[config.mk]
export PLATFORM = sky130hd
export DESIGN_NAME = wb_retire_buffer
export DESIGN_NICKNAME = d
export VERILOG_FILES = /design/src/rtl/wb_retire_buffer_pkg.sv /design/src/rtl/wb_retire_buffer_forward_merge.sv /design/src/rtl/wb_retire_buffer.sv
export SDC_FILE = /design/constraint.sdc
export NUM_CORES = 1
export LEC_CHECK = 0
export CORE_MARGIN = 2
export CORE_UTILIZATION = 45
export DETAILED_ROUTE_END_ITERATION = 8
export GPL_ROUTABILITY_DRIVEN = 0
export PLACE_DENSITY = 0.69
export SLEW_MARGIN = 20
export SYNTH_ARGS = -nofsm -noshare
export SYNTH_HDL_FRONTEND = slang
export SYNTH_SLANG_ARGS = --single-unit
[constraint.sdc]
create_clock -name clock -period 5.6 [get_ports clock]
set_input_delay 0.56 -clock clock [delete_from_list [all_inputs] [get_ports clock]]
set_output_delay 0.56 -clock clock [all_outputs]
set_load 0.02 [all_outputs]
[src/rtl/wb_retire_buffer_pkg.sv]
// Shared types for the write-back/retire stage: retire FSM state, exception
// code and the width-independent control part of a buffered entry.
package wb_retire_params;

   typedef logic [4:0] ExceptionCode;

   typedef enum logic {RUN = 1'b0, FLUSH = 1'b1} RetireState;

   // Fixed-width exception/CP0 fields; the data-width-dependent fields live in
   // the top's WBEntry so the buffer follows its own parameters.
   typedef struct packed {
      logic         exc_valid;
      ExceptionCode exc_code;
      logic         delay_slot;
      logic         eret;
      logic         cp0_we;
      logic [4:0]   cp0_addr;
      logic [2:0]   cp0_sel;
   } WBCtrl;

endpackage

[src/rtl/wb_retire_buffer_forward_merge.sv]
// Youngest-first byte merge of buffered register results for ID-stage
// forwarding; walks entries oldest to youngest so younger bytes overwrite.
module wb_forward_merge #(
   parameter  int DATA_WIDTH = 32,
   parameter  int ADDR_WIDTH = 5,
   parameter  int DEPTH      = 4,
   localparam int STRB       = DATA_WIDTH / 8,
   localparam int PW         = $clog2(DEPTH),
   localparam int CW         = $clog2(DEPTH + 1)
) (
   input  logic [PW-1:0]                       rd_ptr,
   input  logic [CW-1:0]                       count,
   input  logic [DEPTH-1:0]                    ent_fwd,
   input  logic [DEPTH-1:0][ADDR_WIDTH-1:0]    ent_addr,
   input  logic [DEPTH-1:0][STRB-1:0]          ent_strobe,
   input  logic [DEPTH-1:0][DATA_WIDTH-1:0]    ent_data,
   input  logic [ADDR_WIDTH-1:0]               fwd_addr,
   output logic                                fwd_hit,
   output logic [STRB-1:0]                     fwd_strobe,
   output logic [DATA_WIDTH-1:0]               fwd_data
);

   logic [PW-1:0] idx;

   always_comb begin
      fwd_strobe = '0;
      fwd_data   = '0;
      idx        = '0;
      for (int i = 0; i < DEPTH; i++) begin
         idx = rd_ptr + PW'(i);
         if (CW'(i) < count && ent_fwd[idx] && ent_addr[idx] == fwd_addr &&
             fwd_addr != '0) begin
            for (int b = 0; b < STRB; b++) begin
               if (ent_strobe[idx][b]) begin
                  fwd_strobe[b]        = 1'b1;
                  fwd_data[b*8 +: 8]   = ent_data[idx][b*8 +: 8];
               end
            end
         end
      end
   end

   assign fwd_hit = |fwd_strobe;

endmodule

[src/rtl/wb_retire_buffer.sv]
// In-order retire buffer: retires one entry per cycle to the shared RF port,
// reports exceptions/eret/mtc0 to CP0 and holds a flush until fetch acks.
module wb_retire_buffer
   import wb_retire_params::*;
#(
   parameter int DATA_WIDTH = 32,
   parameter int ADDR_WIDTH = 5,
   parameter int DEPTH      = 4,
   parameter int PC_WIDTH   = 32
) (
   input  logic                      clock,
   input  logic                      reset,
   input  logic                      in_valid,
   output logic                      in_ready,
   input  logic [PC_WIDTH-1:0]       in_pc,
   input  logic                      in_rf_we,
   input  logic [ADDR_WIDTH-1:0]     in_rf_addr,
   input  logic [DATA_WIDTH/8-1:0]   in_rf_strobe,
   input  logic [DATA_WIDTH-1:0]     in_result,
   input  logic                      in_exc_valid,
   input  logic [4:0]                in_exc_code,
   input  logic                      in_delay_slot,
   input  logic                      in_eret,
   input  logic                      in_cp0_we,
   input  logic [4:0]                in_cp0_addr,
   input  logic [2:0]                in_cp0_sel,
   input  logic                      rf_grant,
   output logic                      rf_we,
   output logic [ADDR_WIDTH-1:0]     rf_addr,
   output logic [DATA_WIDTH/8-1:0]   rf_strobe,
   output logic [DATA_WIDTH-1:0]     rf_data,
   output logic                      cp0_we,
   output logic [4:0]                cp0_addr,
   output logic [2:0]                cp0_sel,
   output logic [DATA_WIDTH-1:0]     cp0_wdata,
   output logic                      cp0_exc_valid,
   output logic [PC_WIDTH-1:0]       cp0_exc_pc,
   output logic [4:0]                cp0_exc_code,
   output logic                      cp0_delay_slot,
   output logic                      cp0_eret,
   output logic                      flush,
   input  logic                      flush_ack,
   input  logic [ADDR_WIDTH-1:0]     fwd_addr,
   output logic                      fwd_hit,
   output logic [DATA_WIDTH/8-1:0]   fwd_strobe,
   output logic [DATA_WIDTH-1:0]     fwd_data,
   output logic [PC_WIDTH-1:0]       debug_pc,
   output logic [DATA_WIDTH/8-1:0]   debug_rf_we,
   output logic [ADDR_WIDTH-1:0]     debug_rf_addr,
   output logic [DATA_WIDTH-1:0]     debug_rf_data
);

   localparam int STRB = DATA_WIDTH / 8;
   localparam int PW   = $clog2(DEPTH);
   localparam int CW   = $clog2(DEPTH + 1);

   typedef struct packed {
      logic [PC_WIDTH-1:0]   pc;
      logic                  rf_we;
      logic [ADDR_WIDTH-1:0] rf_addr;
      logic [STRB-1:0]       rf_strobe;
      logic [DATA_WIDTH-1:0] result;
      WBCtrl                 ctrl;
   } WBEntry;

   WBEntry        mem [DEPTH];
   WBEntry        in_entry, head;
   RetireState    state;
   logic [PW-1:0] rd_ptr, wr_ptr;
   logic [CW-1:0] count;
   logic          head_valid, special, commit, push, drop_all;

   assign in_entry = '{pc: in_pc, rf_we: in_rf_we, rf_addr: in_rf_addr,
                       rf_strobe: in_rf_strobe, result: in_result,
                       ctrl: '{exc_valid: in_exc_valid, exc_code: in_exc_code,
                               delay_slot: in_delay_slot, eret: in_eret,
                               cp0_we: in_cp0_we, cp0_addr: in_cp0_addr,
                               cp0_sel: in_cp0_sel}};

   assign head       = mem[rd_ptr];
   // Reset gates the head so a mid-operation reset never writes RF or CP0.
   assign head_valid = !reset && state == RUN && count != '0;
   assign special    = head.ctrl.exc_valid || head.ctrl.eret;
   assign commit     = head_valid && (special || !head.rf_we || rf_grant);
   assign drop_all   = commit && special;
   assign in_ready   = !reset && state == RUN && count != CW'(DEPTH);
   assign push       = in_valid && in_ready;

   assign rf_we     = commit && head.rf_we && !special;
   assign rf_addr   = rf_we ? head.rf_addr   : '0;
   assign rf_strobe = rf_we ? head.rf_strobe : '0;
   assign rf_data   = rf_we ? head.result    : '0;

   assign cp0_we    = commit && head.ctrl.cp0_we && !special;
   assign cp0_addr  = cp0_we ? head.ctrl.cp0_addr : '0;
   assign cp0_sel   = cp0_we ? head.ctrl.cp0_sel  : '0;
   assign cp0_wdata = cp0_we ? head.result        : '0;

   assign cp0_exc_valid  = commit && head.ctrl.exc_valid;
   assign cp0_exc_pc     = cp0_exc_valid ? head.pc              : '0;
   assign cp0_exc_code   = cp0_exc_valid ? head.ctrl.exc_code   : '0;
   assign cp0_delay_slot = cp0_exc_valid && head.ctrl.delay_slot;
   assign cp0_eret       = commit && head.ctrl.eret && !head.ctrl.exc_valid;

   assign flush = !reset && state == FLUSH;

   assign debug_pc      = head_valid ? head.pc : '0;
   assign debug_rf_we   = {STRB{rf_we}} & rf_strobe;
   assign debug_rf_addr = rf_addr;
   assign debug_rf_data = rf_data;

   always_ff @(posedge clock) begin
      if (reset) begin
         state  <= RUN;
         rd_ptr <= '0;
         wr_ptr <= '0;
         count  <= '0;
      end else begin
         case (state)
            RUN: begin
               // An entry pushed alongside a retiring exception is younger, so it
               // is discarded with the rest.
               if (drop_all) begin
                  rd_ptr <= wr_ptr;
                  count  <= '0;
                  state  <= FLUSH;
               end else begin
                  if (push)   wr_ptr <= wr_ptr + 1'b1;
                  if (commit) rd_ptr <= rd_ptr + 1'b1;
                  count <= count + CW'(push) - CW'(commit);
               end
            end
            FLUSH: if (flush_ack) state <= RUN;
            default: state <= RUN;
         endcase
      end
   end

   always_ff @(posedge clock) begin
      if (push && !drop_all) mem[wr_ptr] <= in_entry;
   end

   logic [DEPTH-1:0]                 ent_fwd;
   logic [DEPTH-1:0][ADDR_WIDTH-1:0] ent_addr;
   logic [DEPTH-1:0][STRB-1:0]       ent_strobe;
   logic [DEPTH-1:0][DATA_WIDTH-1:0] ent_data;

   always_comb begin
      for (int i = 0; i < DEPTH; i++) begin
         ent_fwd[i]    = mem[i].rf_we && !mem[i].ctrl.exc_valid;
         ent_addr[i]   = mem[i].rf_addr;
         ent_strobe[i] = mem[i].rf_strobe;
         ent_data[i]   = mem[i].result;
      end
   end

   wb_forward_merge #(
      .DATA_WIDTH(DATA_WIDTH),
      .ADDR_WIDTH(ADDR_WIDTH),
      .DEPTH     (DEPTH)
   ) u_fwd (
      .rd_ptr    (rd_ptr),
      .count     (reset ? CW'(0) : count),
      .ent_fwd   (ent_fwd),
      .ent_addr  (ent_addr),
      .ent_strobe(ent_strobe),
      .ent_data  (ent_data),
      .fwd_addr  (fwd_addr),
      .fwd_hit   (fwd_hit),
      .fwd_strobe(fwd_strobe),
      .fwd_data  (fwd_data)
   );

endmodule

==> flow_summary.toml, run 1 <==
[status]
status = "finished, final reports clean"

[logic_synthesis]
yosysWarnings = 0
synth_async_sr_flop_share_pct = 0
synth_compound_area_share_pct = 6.05
synth_area_leader_cell = "edfxtp_1"
synth_simple_gate_area_share_pct = 10.1
synth.avg_cell_area_um2 = 14.7
synth_top_family_by_area = "multiplexers"
synth_fp_nets = 1505
synth_flop_cell = "edfxtp_1"
ys_ff_latch = 374
yosysSeqAreaShare_pct = 54.3
synth.distinct_cells = 71
synth_xor_area_share_pct = 1.06
synth_adder_area_share_pct = 0.464
netlist_instances = 1397
synth_area_um2 = 20500
synth_mux_area_share_pct = 23.8
synth_top_area_share_pct = 53.3
synth_enable_flop_cells = 364
synthTopCellsByArea = "edfxtp_1, mux4_2, mux2i_1, and3_1, mux2_2"

[global_route]
grt_pass1_vias = 13400
antenna_found_initial = 4
overflow = 0
grt_start_max_net_pins = 102
grtUsageTotal_pct = 22.2
grt_pass1_wl_mm = 79.7

[sta]
finalHoldViolations = 0
setup_tns_ns = 0
grt_setup_unrepaired = "false"
slew_viol_final = 0
skew_ns = 0.0156
maxSlewHeadroom_pct = 35.4
post-route-period-util_pct = 95.0
min_period_ns = 5.32
finalSetupViolCount = 0
fin_hold_ws_ns = 0.586
tightest_slew_ns = 0.969
max_freq_ghz = 0.188

[detailed_routing]
wl_per_cell_um = 23.1
wl_mm = 52.9
drc = 0
vias_per_cell = 5.86
num_vias = 13400
first_pass_iters = 6
drtAntennaViolNets = 0
drt-initial-drc-count = 1166

[finish]
insertedDiodeCount = 0
nFillCells = 3593
nNetsFinal = 1765
layoutNonFillerInstCount = 2285
post-route-util_pct = 56.3
drive_gt1_share_pct = 19.4
final_cell_mix = "edfxtp_1, clkdlybuf4s50_1, mux4_2"
syn_to_final_growth_pct = 24.0
final_area_um2 = 25400
layout_commonest_cell = "edfxtp_1"

[power_and_ir_drop]
p_switching_w = 0.00219
peakVddDrop_v = 0.000262
p_int_w = 0.00561
p_seq_share_pct = 43.8
pwr-share-comb_pct = 23.8
p_per_area_nw_per_um2 = 307
p_clk_share_pct = 32.4
power_leakage_nw = 8.10
swShare_pct = 28.1

[floorplanning]
dieArea_um2 = 47300
core_region_area_um2 = 45200
die_w_um = 217
pin_count = 336
die_y_um = 217
rows = 78
start_util_pct = 45.4

[critical_path]
cp-start-kind = "flip-flop"
crit_arrival_ns = 4.76
path_max_fanout = 39
endpoint_kind = "output pin"
crit_required_ns = 5.04
path_class = "flip-flop to output pin"

[worst_hold_path]
min_path_type = "flip-flop to flip-flop"

[placement]
io_buffers = 335
place_hpwl_mm = 34.6
placed_area_um2 = 24200
dp.cells = 2214

[clocking]
clockBufferDepth = 3
cts_setup_buffers = 0
cts.sinks = 374
cts_root_buf = "clkbuf_16"
numCtsBuffers = 40
insertion_delay_ns = 0.56
htree_levels = 2
cts_hold_buffers = 0
ctsResizeCount = 0
cts_tree = "yes"
clk_pin_slew_ns = 0.06

[flow_run]
drv_cap = 0
==> worst paths after layout <==
path                                 from   endpoint  slack [ns]  cells after the start
worst min register to register  wr_ptr[1]  wr_ptr[1]        0.59                      2
worst min-delay path            wr_ptr[1]  wr_ptr[1]        0.59                      2
worst max-delay path            rd_ptr[0]    fwd_hit        0.28                      9
worst max register to register   count[1]  mem[0][9]        1.88                      7
==> Yosys cell counts, types with 18 or more instances <==
master    number
and3_1        81
a21oi_1       21
mux4_2       160
buf_2         20
edfxtp_1     364
a211oi_1      32
nor2b_1       34
nand2_1       84
mux2_2        39
nor2_1        47
clkbuf_1      61
buf_4         45
xnor2_1       19
mux2i_1       82
nor3_1        21
and2_1        52
o21ai_0       50
a21o_1        18
==> power groups by stage <==
| stage | Combinational [W] | Sequential, W | Clock (W) |
|---|---|---|---|
| 2_1_floorplan | 0.00129 | 0.00341 | 0 |
| 3_3_place_gp | 0.00184 | 0.00346 | 0 |
| 3_5_place_dp | 0.00186 | 0.00348 | 0 |
| 4_1_cts | 0.00187 | 0.00342 | 0.00259 |
| 5_1_grt | 0.00199 | 0.00344 | 0.00268 |
| 6_report | 0.00186 | 0.00342 | 0.00252 |
==> through the flow <==
step                total power, W  setup slack [ns]
finish                     0.00780             0.280
global route               0.00811            0.0978
CTS                        0.00788             0.274
detailed placement         0.00534             0.758
global placement           0.00530             0.277
floorplan                  0.00470              1.14
==> flip-flops by register name, indices dropped and copies added (netlist names), named ones only <==
register,cells
count,3
rd_ptr,2
wr_ptr,2
state,1
mem,364
==> worst max-delay path, stage by stage, from the launching register on <==
cell and delay (ns):
dfxtp_4 0.70, buf_4 0.62, mux2i_1 0.18, nor4b_1 0.19, buf_4 0.16, o2111ai_4 0.36, nor2_2 0.25, or4_1 0.61
or4b_1 0.53, clkdlybuf4s50_1 0.57
==> layer usage <==
layer  up-vias  wire length [um]  GRT usage [%]
met5         -                42              0
met4         6              1190           5.91
met3        78              3360           4.37
met2       446             25700           36.5
met1      6850             22600           30.3
li1       6006                 -              -
==> cell type report <==
class                           instances  area (um^2)  share of cell area, %
Tap cell                              600          751                   2.95
Multi-Input combinational cell        859         8550                   33.6
Timing Repair Buffer                  366         3680                   14.5
Clock buffer                           47         1030                   4.04
Clock inverter                         23          205                  0.807
Inverter                               16         60.1                  0.236
Sequential cell                       374        11100                   43.8
==> cell families (layout without fill, tap and decap cells) <==
| family | Yosys count | count (layout) |
|---|---|---|
| flops | 374 | 374 |
| simple gates | 374 | 374 |
| compound gates | 172 | 172 |
| buf+inv | 164 | 452 |
| mux | 282 | 282 |
| fa+ha+maj | 7 | 7 |
| xor+xnor | 24 | 24 |
(Power assumes the default switching activity.)
==> run 2, diff against run 1 <==
--- a/config.mk
+++ b/config.mk
@@ -6,10 +6,10 @@
 export NUM_CORES = 1
 export LEC_CHECK = 0
 export CORE_MARGIN = 2
-export CORE_UTILIZATION = 45
+export CORE_UTILIZATION = 54
 export DETAILED_ROUTE_END_ITERATION = 8
 export GPL_ROUTABILITY_DRIVEN = 0
-export PLACE_DENSITY = 0.69
+export PLACE_DENSITY = 0.81
 export SLEW_MARGIN = 20
 export SYNTH_ARGS = -nofsm -noshare
 export SYNTH_HDL_FRONTEND = slang
==> constraint.sdc (replaced) <==
create_clock -name clock -period 5.5 [get_ports clock]
set_input_delay 0.55 -clock clock [delete_from_list [all_inputs] [get_ports clock]]
set_output_delay 0.55 -clock clock [all_outputs]
set_load 0.02 [all_outputs]
==> run 2 against run 1 <==
Effect of this change:
- sequential share of layout area grew 0.23 points
- via count grew 0.96%
- final cell count shrank 3.6%
- critical endpoint unchanged
==> flow_summary.toml, run 2 (same netlist as run 1, synthesis figures left out) <==
[sta]
min_period_ns = 5.23
max_freq_ghz = 0.191
skew_ns = 0.0116
slew_viol_final = 0
setup_tns_ns = 0
finalSetupViolCount = 0
post-route-period-util_pct = 95.1
grt_setup_unrepaired = "false"
tightest_slew_ns = 1.02
maxSlewHeadroom_pct = 31.9
finalHoldViolations = 0

[detailed_routing]
drtAntennaViolNets = 0
vias_per_cell = 6.14
num_vias = 13500
wl_mm = 51.8
drt-initial-drc-count = 1009
drc = 0
wl_per_cell_um = 23.5
first_pass_iters = 5

[placement]
io_buffers = 335
place_hpwl_mm = 34.6
dp.cells = 2124

[finish]
drive_gt1_share_pct = 19.2
final_cell_mix = "edfxtp_1, clkdlybuf4s50_1, mux4_2"
largest_reg_flops = 364
top_register = "mem"
syn_to_final_growth_pct = 23.3
reg_top3 = "mem x364, count x3"
layout_commonest_cell = "edfxtp_1"
nNetsFinal = 1763
layoutNonFillerInstCount = 2202

[clocking]
insertion_delay_ns = 0.53
numCtsBuffers = 40
cts_tree = "yes"
cts_root_buf = "clkbuf_16"
cts_hold_buffers = 0
cts.sinks = 374
htree_levels = 2
clockBufferDepth = 3
clk_pin_slew_ns = 0.06

[power_and_ir_drop]
swShare_pct = 27.6
power_leakage_nw = 8.09
p_clk_share_pct = 32.4
pwr-share-comb_pct = 23.6
p_int_w = 0.00573
p_per_area_nw_per_um2 = 313
peakVddDrop_v = 0.000313
p_seq_share_pct = 44.0
p_switching_w = 0.00219

[critical_path]
cp-start-kind = "flip-flop"
endpoint_kind = "output pin"
crit_required_ns = 4.95
path_class = "flip-flop to output pin"
path_max_fanout = 57
crit_arrival_ns = 4.68
cp-startpoint = "rd_ptr[1]"

[floorplanning]
pin_count = 336
dieArea_um2 = 39500
core_region_area_um2 = 37500
die_y_um = 199
rows = 71
start_util_pct = 54.7
die_w_um = 199

[global_route]
overflow = 0
grt_start_max_net_pins = 91
antenna_found_initial = 7
grt_pass1_vias = 13800
grt_pass1_wl_mm = 79.0
grtUsageTotal_pct = 26.4

[status]
status = "finished, final reports clean"

[worst_hold_path]
min_from = "wr_ptr[1]"
min_path_type = "flip-flop to flip-flop"

[flow_run]
drv_cap = 0
==> run 2: changes by cell type in the layout (fill, tap and decap cells not counted), sizes merged <==
| cell | change |
|---|---|
| diode | +6 |
| clkinvlp | -3 |
| buf | -2 |
| clkbuf | +2 |
| clkinv | +2 |
| inv | +1 |
==> run 2: area by class of cell <==
type,instances,area [um^2]
diodes,6,15.0
inverters,16,60.1
clock inverters,23,186
fillers,2597,12200
well taps,511,639
multi-input cells,859,8560
flip-flops and latches,374,11100
repair buffers,364,3620
clock buffers,49,1060
==> run 2: power by group through the flow <==
stage / Clock, W / Combinational, W / Sequential [W]
2_1_floorplan: 0 / 0.00132 / 0.00347
3_3_place_gp: 0 / 0.00183 / 0.00352
3_5_place_dp: 0 / 0.00186 / 0.00354
4_1_cts: 0.00261 / 0.00188 / 0.00348
5_1_grt: 0.00273 / 0.00201 / 0.00351
6_report: 0.00256 / 0.00187 / 0.00348
==> run 2: path summary, 6_finish.rpt <==
check / endpoint / slack [ns] / cells past startpoint
worst max-delay path: fwd_hit / 0.27 / 7
worst min-delay path: wr_ptr[1] / 0.58 / 2
worst max register to register: mem[2][27] / 2.00 / 6
worst min register to register: wr_ptr[1] / 0.58 / 2
==> run 2: repair_timing <==
item	CTS	global route
endpoints found under the setup margin	0	5
setup buffers	0	0
gates resized for setup	0	3
==> run 2: layer usage <==
layer | GRT usage [%] | routed length (um)
met5 | 0 | 27
met4 | 8.46 | 1470
met3 | 6.05 | 4270
met2 | 44.4 | 25700
met1 | 34.1 | 20300
==> run 2: critical path, cell delays in order (launching register included) <==
cell and delay [ns]:
dfxtp_4 0.79, buf_4 0.60, nor3b_1 0.11, nor2_1 0.61
nor3_4 0.25, or4_4 0.59, or4b_1 0.56, clkdlybuf4s50_1 0.58
==> run 2: metrics by stage <==
stage | util, % | power [W] | hold slack [ns] | cell area (um^2) | setup slack (ns)
3_5_place_dp | 64.0 | 0.00540 | 0.565 | 24000 | 0.577
4_1_cts | 67.3 | 0.00797 | 0.581 | 25200 | 0.206
3_3_place_gp | 64.0 | 0.00535 | 0.552 | 24000 | 0.631
2_1_floorplan | - | 0.00479 | 0.532 | 20500 | 1.05
5_1_grt | 67.4 | 0.00825 | 0.618 | 25300 | 0.0276
6_report | 67.4 | 0.00792 | 0.578 | 25300 | 0.270
==> run 3, diff against run 2 <==
--- a/config.mk
+++ b/config.mk
@@ -5,11 +5,14 @@
 export SDC_FILE = /design/constraint.sdc
 export NUM_CORES = 1
 export LEC_CHECK = 0
+export CAP_MARGIN = 10
 export CORE_MARGIN = 2
-export CORE_UTILIZATION = 54
+export CORE_UTILIZATION = 55
+export CTS_BUF_LIST = sky130_fd_sc_hd__clkbuf_2
 export DETAILED_ROUTE_END_ITERATION = 8
 export GPL_ROUTABILITY_DRIVEN = 0
-export PLACE_DENSITY = 0.81
+export PLACE_DENSITY = 0.82
+export SETUP_SLACK_MARGIN = 0.1
 export SLEW_MARGIN = 20
 export SYNTH_ARGS = -nofsm -noshare
 export SYNTH_HDL_FRONTEND = slang
==> run 3 against run 2 <==
Effect of this change:
- maximum frequency down 0.11%
- total power decreased by 9.1%
- global-route usage decreased by 0.37 points
- setup slack worse by 0.0058 ns
- critical path depth up 1
- sequential power is essentially flat
- count of clock-buffer cells in the layout rose by 79
- cell area is 1.4% lower
- register-to-register slack worse by 0.08 ns
- utilization increased by 0.46 points
==> flow_summary.toml, run 3 (same netlist as run 1, synthesis figures left out) <==
[status]
status = "finished, final reports clean"

[sta]
grt_setup_unrepaired = "true"
finalHoldViolations = 0
post-route-period-util_pct = 95.2
min_period_ns = 5.24
skew_ns = 0.0607
setup_tns_ns = 0
fin_ws_ns = 0.264
maxSlewHeadroom_pct = 30.3
tightest_slew_ns = 1.05
finalSetupViolCount = 0
max_freq_ghz = 0.191
slew_viol_final = 0

[finish]
layout_commonest_cell = "edfxtp_1"
final_area_um2 = 24900
syn_to_final_growth_pct = 21.6
drive_gt1_share_pct = 23.6
nFillCells = 2535
reg_top3 = "mem x364, count x3"
post-route-util_pct = 67.9
top_register = "mem"
nNetsFinal = 1816
final_cell_mix = "edfxtp_1, clkdlybuf4s50_1, mux4_2"
largest_reg_flops = 364

[placement]
placed_area_um2 = 23900
place_hpwl_mm = 33.1
place_ws_ns = 0.540
io_buffers = 335

[critical_path]
r2r_setup_slack_ns = 1.92
cpMaxStageDelayCell = "clkdlybuf4s50_1"
crit_required_ns = 4.95
path_buf_inv = 1
worstPathCellList = "mux4_2 > xor2_1 > nor4_2 > nand3_2 > nor2_1 > or2_1 > o31a_1 > clkdlybuf4s50_1"
slowest_delay_ns = 0.70
cp-start-kind = "flip-flop"
path_class = "flip-flop to output pin"
endpoint_kind = "output pin"
cp_top_family = "simple AND/OR/NAND/NOR gates"
crit_arrival_ns = 4.69
path_max_fanout = 17

[clocking]
clockBufferDepth = 3
cts.sinks = 374
cts_tree = "yes"
cts_root_buf = "clkbuf_2"
clk_pin_slew_ns = 0.10
htree_levels = 3
insertion_delay_ns = 0.94
numCtsBuffers = 91
cts_hold_buffers = 0

[detailed_routing]
drt-initial-drc-count = 1030
num_vias = 13600
drtAntennaViolNets = 0
drc = 0
wl_per_cell_um = 22.3
first_pass_iters = 7
vias_per_cell = 6.05
wl_mm = 50.2

[floorplanning]
rows = 70
pin_count = 336
start_util_pct = 55.9
die_w_um = 197
dieArea_um2 = 38800
core_region_area_um2 = 36700
die_y_um = 197

[global_route]
grt_start_max_net_pins = 98
antenna_found_initial = 8
grtUsageTotal_pct = 26.0
grt_pass1_wl_mm = 76.9
grt_pass1_vias = 14000
overflow = 0

[power_and_ir_drop]
peakVddDrop_v = 0.000218
p_per_area_nw_per_um2 = 289
power_w = 0.00720
power_leakage_nw = 8.16

[flow_run]
drv_cap = 0

[worst_hold_path]
min_path_type = "input port to flip-flop"
-- run 3: worst register-to-register path, stage by stage, from the launching register on --
cell and delay (ns):
dfxtp_1 0.40, nor3_1 0.51, or3_1 0.21, buf_4 0.37
nor2_1 0.23, nor2_1 0.41, and2_4 0.64, buf_4 0.43
-- run 3: repair_timing --
item	CTS	global route
pin swaps	2	0
buffers inserted	4	1
endpoints found under the setup margin	30	35
gates resized for setup	7	4
-- run 3: worst paths after layout --
check | start | endpoint | cells after the start
min reg2reg | wr_ptr[1] | wr_ptr[1] | 2
min | flush_ack | state | 3
max reg2reg | count[1] | mem[0][34] | 7
max | rd_ptr[0] | fwd_data[12] | 8
-- run 3: power by group --
group | total (W) | leakage [nW] | internal, W | switching [W]
Clock | 0.00186 | 0.646 | 0.000773 | 0.00108
Combinational | 0.00189 | 4.13 | 0.000895 | 0.000995
Sequential | 0.00346 | 3.38 | 0.00333 | 0.000122
-- run 3: stage by stage --
stage,hold WS (ns),instances
floorplan,0.532,1397
global placement,0.562,2078
detailed placement,0.571,2078
CTS,0.138,2241
global route,0.172,2247
finish,0.197,2250
-- run 3: routing by layer --
layer,track usage (%),part of all wire (%),vias up
li1,-,-,6189
met1,32.5,38,6743
met2,43.8,51,574
met3,5.94,8.2,98
met4,11.6,2.9,2
met5,0,0.030,-
-- run 3: cell type report --
type | instances | area, um^2 | area share (%)
sequential | 374 | 11100 | 44.7
multi-input combinational | 859 | 8570 | 34.4
timing repair buffer | 366 | 3690 | 14.8
clock buffer | 128 | 641 | 2.57
tap | 468 | 586 | 2.35
clock inverter | 31 | 215 | 0.864
inverter | 16 | 60.1 | 0.241
antenna | 8 | 20.0 | 0.0803
